$ cat config.mk
export PLATFORM = sky130hd
export DESIGN_NAME = pi_bus_arbiter
export DESIGN_NICKNAME = d
export VERILOG_FILES = /design/src/rtl/pi_arb_pkg.sv /design/src/rtl/pi_rr_arb.sv /design/src/rtl/pi_bus_arbiter.sv
export SDC_FILE = /design/constraint.sdc
export NUM_CORES = 1
export LEC_CHECK = 0
export BUFFER_PORTS_ARGS = -buffer_cell sky130_fd_sc_hd__buf_2
export CAP_MARGIN = 20
export CORE_UTILIZATION = 33
export CTS_CLUSTER_DIAMETER = 200
export DETAILED_ROUTE_END_ITERATION = 16
export GPL_TIMING_DRIVEN = 0
export PLACE_DENSITY_LB_ADDON = 0.05
export RECOVER_POWER = 50
export SYNTH_ARGS = -nofsm -noshare
export SYNTH_HDL_FRONTEND = slang
export SYNTH_SLANG_ARGS = --single-unit
export TNS_END_PERCENT = 10
$ cat constraint.sdc
create_clock -name clk -period 1.49 [get_ports clk]
set_input_delay 0.298 -clock clk [delete_from_list [all_inputs] [get_ports clk]]
set_output_delay 0.298 -clock clk [all_outputs]
set_load 0.02 [all_outputs]
$ cat src/rtl/pi_arb_pkg.sv
// pi_arb_pkg: shared widths and FSM state type for the peripheral bus arbiter
package pi_arb_pkg;
  localparam int PI_ADDR_W = 4;
  localparam int PI_DATA_W = 8;
  typedef enum logic [1:0] {IDLE, WRITE, READ, RD_WAIT} state_t;
endpackage

$ cat src/rtl/pi_rr_arb.sv
// pi_rr_arb: 2-way round-robin grant with a last-served pointer
module pi_rr_arb (
  input  logic       clk,
  input  logic       rst,
  input  logic       en,
  input  logic [1:0] valid,
  output logic [1:0] grant
);
  logic last, pick1;
  always_comb begin
    pick1 = valid[1] & (~valid[0] | ~last);
    grant = en ? {pick1, valid[0] & ~pick1} : 2'b00;
  end
  always_ff @(posedge clk)
    if (rst) last <= 1'b1;
    else if (|grant) last <= grant[1];
endmodule

$ cat src/rtl/pi_bus_arbiter.sv
// pi_bus_arbiter: two requesters share one registered peripheral bus; one
// transaction in flight, read data returned RD_LAT cycles after the strobe.
module pi_bus_arbiter
  import pi_arb_pkg::*;
#(
  parameter int RD_LAT = 1
) (
  input  logic                 clk,
  input  logic                 rst,
  input  logic                 req0_valid,
  output logic                 req0_ready,
  input  logic                 req0_wr,
  input  logic [PI_ADDR_W-1:0] req0_addr,
  input  logic [PI_DATA_W-1:0] req0_wdata,
  output logic                 req0_rvalid,
  output logic [PI_DATA_W-1:0] req0_rdata,
  input  logic                 req1_valid,
  output logic                 req1_ready,
  input  logic                 req1_wr,
  input  logic [PI_ADDR_W-1:0] req1_addr,
  input  logic [PI_DATA_W-1:0] req1_wdata,
  output logic                 req1_rvalid,
  output logic [PI_DATA_W-1:0] req1_rdata,
  output logic                 pi_blk_sel,
  output logic                 pi_wr_en,
  output logic                 pi_rd_en,
  output logic [PI_ADDR_W-1:0] pi_addr,
  output logic [PI_DATA_W-1:0] pi_wr_data,
  input  logic [PI_DATA_W-1:0] pi_rd_data,
  input  logic                 interrupt,
  output logic                 irq_pend,
  input  logic                 irq_clr,
  output logic                 interrupt_ack
);
  localparam logic [1:0] CNT_LAST = 2'(RD_LAT - 1);
  state_t state, state_nx;
  logic [1:0] grant;
  logic [1:0] cnt;
  logic owner, accept, rd_done, sel_wr;
  logic [PI_ADDR_W-1:0] sel_addr;
  logic [PI_DATA_W-1:0] sel_wdata;
  pi_rr_arb u_arb (
    .clk  (clk),
    .rst  (rst),
    .en   (state == IDLE),
    .valid({req1_valid, req0_valid}),
    .grant(grant)
  );
  assign req0_ready = grant[0];
  assign req1_ready = grant[1];
  always_comb begin
    accept    = |grant;
    sel_wr    = grant[1] ? req1_wr : req0_wr;
    sel_addr  = grant[1] ? req1_addr : req0_addr;
    sel_wdata = grant[1] ? req1_wdata : req0_wdata;
    rd_done   = (state == RD_WAIT) && (cnt == CNT_LAST);
    state_nx  = state == IDLE  ? (accept ? (sel_wr ? WRITE : READ) : IDLE) :
                state == WRITE ? IDLE :
                state == READ  ? RD_WAIT :
                rd_done        ? IDLE : RD_WAIT;
  end
  // Strobes are loaded on accept and live exactly one cycle.
  always_ff @(posedge clk)
    if (rst) begin
      state       <= IDLE;
      owner       <= 1'b0;
      cnt         <= '0;
      pi_blk_sel  <= 1'b0;
      pi_wr_en    <= 1'b0;
      pi_rd_en    <= 1'b0;
      pi_addr     <= '0;
      pi_wr_data  <= '0;
      req0_rvalid <= 1'b0;
      req1_rvalid <= 1'b0;
      req0_rdata  <= '0;
      req1_rdata  <= '0;
    end else begin
      state       <= state_nx;
      if (accept) owner <= grant[1];
      cnt         <= (state == RD_WAIT && !rd_done) ? cnt + 2'd1 : '0;
      pi_blk_sel  <= accept;
      pi_wr_en    <= accept & sel_wr;
      pi_rd_en    <= accept & ~sel_wr;
      pi_addr     <= accept ? sel_addr : '0;
      pi_wr_data  <= (accept & sel_wr) ? sel_wdata : '0;
      req0_rvalid <= rd_done & ~owner;
      req1_rvalid <= rd_done & owner;
      if (rd_done & ~owner) req0_rdata <= pi_rd_data;
      if (rd_done & owner) req1_rdata <= pi_rd_data;
    end
  // A clear request beats a fresh interrupt in the same cycle.
  always_ff @(posedge clk)
    if (rst) begin
      irq_pend      <= 1'b0;
      interrupt_ack <= 1'b0;
    end else if (irq_clr && irq_pend) begin
      irq_pend      <= 1'b0;
      interrupt_ack <= 1'b1;
    end else begin
      irq_pend      <= irq_pend | interrupt;
      interrupt_ack <= 1'b0;
    end
endmodule

=== Yosys cells after proc, flatten, opt, wreduce, memory -nomap -nowiden ===
Cells that the tools add are included.

* $add $sub $neg: 1
* Multiply operators: 0
* Divide/modulo/power cells: 0
* Order comparisons: 0
* Eq/ne operators: 3
* Shifts and indexed selects: 0
* Multiplexer cells: 11
* Bitwise gates (word level): 16
* Reduce and logical (&&, ||, !) cells: 11

{| class="wikitable"
|+ Operator list
! kind !! number
|-
| two-way mux 2 bit || 7
|-
| OR reduction 2 bit || 5
|-
| two-way mux 8 bit || 1
|-
| NOT 1 bit || 8
|-
| bitwise AND 1 bit || 6
|-
| equality test 2 bit, second input constant || 2
|-
| logical NOT 2 bit || 2
|-
| two-way mux 4 bit || 1
|-
| logical AND 1 bit || 3
|-
| adder 2 x 1 -> 2 bit, second input constant || 1
|-
| equality test 2 x 1 -> 1 bit, second input constant || 1
|-
| two-way mux 1 bit || 2
|-
| bitwise OR 1 bit || 2
|-
| logical NOT 1 bit || 1
|}

* Flip-flop bits (word level): 41
* Bits in latches: 0
* Memory bits (writable): 0
* Bits in read-only memories: 0
* Input bits: 40
* Output and inout port bits: 37
* Word-level logic and storage cells: 57
* Memories: 0

=== Depth between registers and ports, before layout ===
* Depth after elaboration: 10
* Mapped depth: 6
* Depth with buffers taken out: 5

=== Cells and area by module ===
A second synthesis with hierarchy kept.

* Cells, all modules: 171
* Area total of the unflattened synthesis: 1515.2 µm²

{| class="wikitable"
|+ By module, submodules not included
! module !! instances !! cells an instance !! area each (µm²) !! seq. area each (µm²)
|-
| pi_bus_arbiter || 1 || 163 || 1456.4 || 800.8
|-
| pi_rr_arb || 1 || 8 || 58.8 || 20.0
|}

=== Worst setup path before layout ===
No wires, ideal clock.

* Path type: register to output
* Start: register state[1]
* End: output req1_ready
* Arrival: 1.351 ns
* Data required time: 1.192 ns
* Slack: -0.159 ns
* Stages on the path, launching flop included: 6
* Path buffers: 3
* Cell sequence: dfxtp_1 > buf_6 > or3b_1 > buf_2 > buf_6 > nor2_1

* Longest elaborated chain between the ends: 2

{| class="wikitable"
|+ RTL lines
! item !! RTL line !! source
|-
| from (decl) || pi_bus_arbiter.sv:36 || <nowiki>state_t state, state_nx;</nowiki>
|-
| from (signal assigned) || pi_bus_arbiter.sv:78 || <nowiki>state <= state_nx;</nowiki>
|-
| logical NOT 2 bit || pi_bus_arbiter.sv:45 || <nowiki>.en (state == IDLE),</nowiki>
|-
| two-way mux 2 bit || pi_rr_arb.sv:12 || <nowiki>grant = en ? {pick1, valid[0] & ~pick1} : 2'b00;</nowiki>
|-
| to (decl) || pi_bus_arbiter.sv:18 || <nowiki>output logic req1_ready,</nowiki>
|}

Every way passes these cells.

=== Final worst setup path ===
* Start: register state[0]
* End: output req0_ready

* Longest elaborated chain between the ends: 2

{| class="wikitable"
|+ RTL lines
! item !! RTL line !! source
|-
| logical NOT 2 bit || pi_bus_arbiter.sv:45 ||
|-
| two-way mux 2 bit || pi_rr_arb.sv:12 ||
|-
| to (decl) || pi_bus_arbiter.sv:11 || <nowiki>output logic req0_ready,</nowiki>
|}

Every way passes these cells.

==> reports/results.tsv <==
stage	metric	value	unit
status	status	finished, violations left	
status	failing checks	negative setup slack	
clocking	CTS H-tree depth	2	
routing	drt drc	0	
die	Die X	71.72	um
logic_synthesis	synth unique cells	32	
global_routing	largest net degree at the start of global routing	13	
setup_path	Arrival @ worst endpoint	1390	ps
finish	fin cells	326	
sta	# setup viols final	2	
finish	Fill cells	508	
sta	final hold vios	0	
die	Ports	77	
global_routing	total grt overflow	0	
die	DIE AREA	5144	sq um
setup_path	CP max FO	3	
min_path	worst min-delay path endpoint	interrupt_ack	
clocking	clk_lat worst skew	290	ps
min_path	HP Start	irq_clr	
clocking	clk slew on worst S/H paths	80	ps
logic_synthesis	top cells by area, synth	dfxtp_1 51%, a21oi_1 9.0%, nand2_1 8.9%	
setup_path	Worst setup EP type	output pin	
logic_synthesis	Syn Nets	224	
pwr	total power	2.690	mW
sta	Slew Limit Fails	0	
logic_synthesis	Synth Area per Inst	8.765	sq um
logic_synthesis	Primary FF master, synth	dfxtp_1	
die	Core Area	4692	sq um
pwr	pwr dens	1221	nW/um^2
logic_synthesis	EDFF count, synth	0	
setup_path	Req. time, crit path	1190	ps
global_routing	initial antenna violation count	0	
logic_synthesis	register area share after synthesis	0.5117	
sta	hold_ws	232.5	ps
placed_design	count of port buffers added during placement	74	
logic_synthesis	Post-Syn Instances	183	
setup_path	R2R setup slack	40	ps
global_routing	first-pass GRT wire length	6.458	mm
sta	Period Utilization, post-route	1.135	
setup_path	crit path launch type	register	
finish	commonest cells after routing, fill and taps aside	42 x clkbuf_1, 39 x dfxtp_1, 38 x nand2_1	
sta	final worst slack	-200.8	ps
routing	vias per std cell	4.828	
sta	Tightest Pin Transition	537.1	ps
die	row count	25	
logic_synthesis	Synth async-reset ratio	0	
sta	fin crit period	1691	ps
logic_synthesis	Seq cells post-synth	41	
finish	# diodes	0	
logic_synthesis	Mapped Area	1604	sq um
finish	fin util	0.4693	
min_path	worst hold path type	input pin to register	
setup_path	reg2reg start	state[1]	
routing	Starting DRT DRC Count	51	
routing	total wire length	4.143	mm
sta	fmax	591.4	MHz
clocking	Max Buffers Root-to-Sink	2	
setup_path	Crit Reg-Reg Endpoint	req1_rdata[3]	
sta	Rel. slew slack	0.6419	
placed_design	final RePlAce weighted congestion	0.7535	
clocking	Hold Buf Count CTS	0	
global_routing	vias in the first global route	1416	
finish	commonest non-fill, non-tap cell in the layout	clkbuf_1	
setup_path	R2R depth	5	
finish	layout cells sized above 1	0.2794	
job	max-cap viol count	0	
routing	drt pass-1 iters	4	
logic_synthesis	area share of the largest cell type after synthesis	0.5117	
placed_design	dpl ws	-140.1	ps
setup_path	CP Class	register to output pin	
pwr	leakage power	0.8778	nW
routing	Routed wire per std cell	12.71	um
routing	antenna viol nets, final	0	
clocking	total CTS buffers	5	
min_path	Min-Delay Path Depth	3	
global_routing	overall routing resource usage	0.1634	
clocking	CTS sink cnt	41	
logic_synthesis	YS warnings	0	
die	DIE HEIGHT	71.72	um
finish	final net count	312	
clocking	CTS tree	built	
placed_design	Post-DP HPWL	2.985	mm
routing	vias	1574	
sta	clk_skew	0.9656	ps
placed_design	placed cell count	311	
logic_synthesis	area leader, netlist	dfxtp_1	
finish	Syn-to-layout area delta	37.29	%
clocking	Root Buffer Master	clkbuf_8	
die	Starting Density	0.3419	
sta	unrepaired setup endpoints after global routing	true	
pwr	VDD IR max	617.3	uV
## sequential cells by signal, indices dropped and copies added (netlist names), 2 cells and up
name / count
req1_rdata: 8
cnt: 2
state: 2
req0_rdata: 8
pi_addr: 4
pi_wr_data: 8
## worst max-delay path by stage
stage               startpoint  cells after the start         end  slack [ps]
finish                state[0]                      4  req0_ready        -200
global placement      state[1]                      6  req1_ready        -140
global route          state[0]                      4  req0_ready        -260
CTS                   state[1]                      5  req1_ready        -270
detailed placement    state[1]                      6  req1_ready        -140
floorplan             state[0]                      3  req0_ready          -3
## cell usage after synthesis (2+ instances only)
cell / instances
a21oi_1: 29
and4b_1: 3
buf_2: 4
buf_6: 2
clkbuf_1: 7
dfxtp_1: 41
inv_1: 5
nand2_1: 38
nand3_1: 5
nand4_1: 10
nor2_1: 8
o211ai_1: 3
o211ai_2: 5
o21ai_1: 4
or3b_1: 2
## cell type report
cell class	instances	area (sq um)	area share
sequential	41	825.8	0.3750
multi-input combinational	123	734.5	0.3335
timing repair buffer	83	399.1	0.1813
buffer	12	73.82	0.03352
clock buffer	6	72.57	0.03295
tap	54	67.56	0.03068
inverter	5	18.77	0.008523
clock inverter	2	10.01	0.004545
## cell families after synthesis
logic type	share of synthesized area
simple gates	0.2301
buf+inv	0.05694
flops	0.5117
fa+ha+maj	0.007799
mux	0.006240
compound gates	0.1872
## report_power, final
part	switching (mW)	internal, mW	leakage (nW)
registers	0.0434	1.19	0.334
logic	0.443	0.315	0.498
clock network	0.375	0.325	0.0450
total	0.862	1.83	0.878
## per-stage QoR
step	instance area, sq um	setup TNS, ps
after detailed placement	2049	-141.0
after floorplan	1612	-3.411
after global placement	2049	-142.4
final	2202	-381.2
after CTS	2182	-985.5
after global routing	2202	-1428
## worst max-delay path, cell delays in order, from the launching register on
cell	delay, ps
dfxtp_2	340
buf_6	110
or3b_4	400
a21oi_2	110
buf_4	140
## repair_timing
item	CTS	global route
resized for setup	14	12
pin swaps	1	5
buffers inserted	3	6
setup endpoints to repair	7	32
## routing by layer
layer,vias to the layer above,track usage,part of all wire
li1,813,-,-
met1,711,0.2100,0.48
met2,43,0.2537,0.45
met3,7,0.05204,0.049
met4,0,0.06754,0.019
met5,-,0,0
No activity file was read; power rests on OpenSTA's default activity.
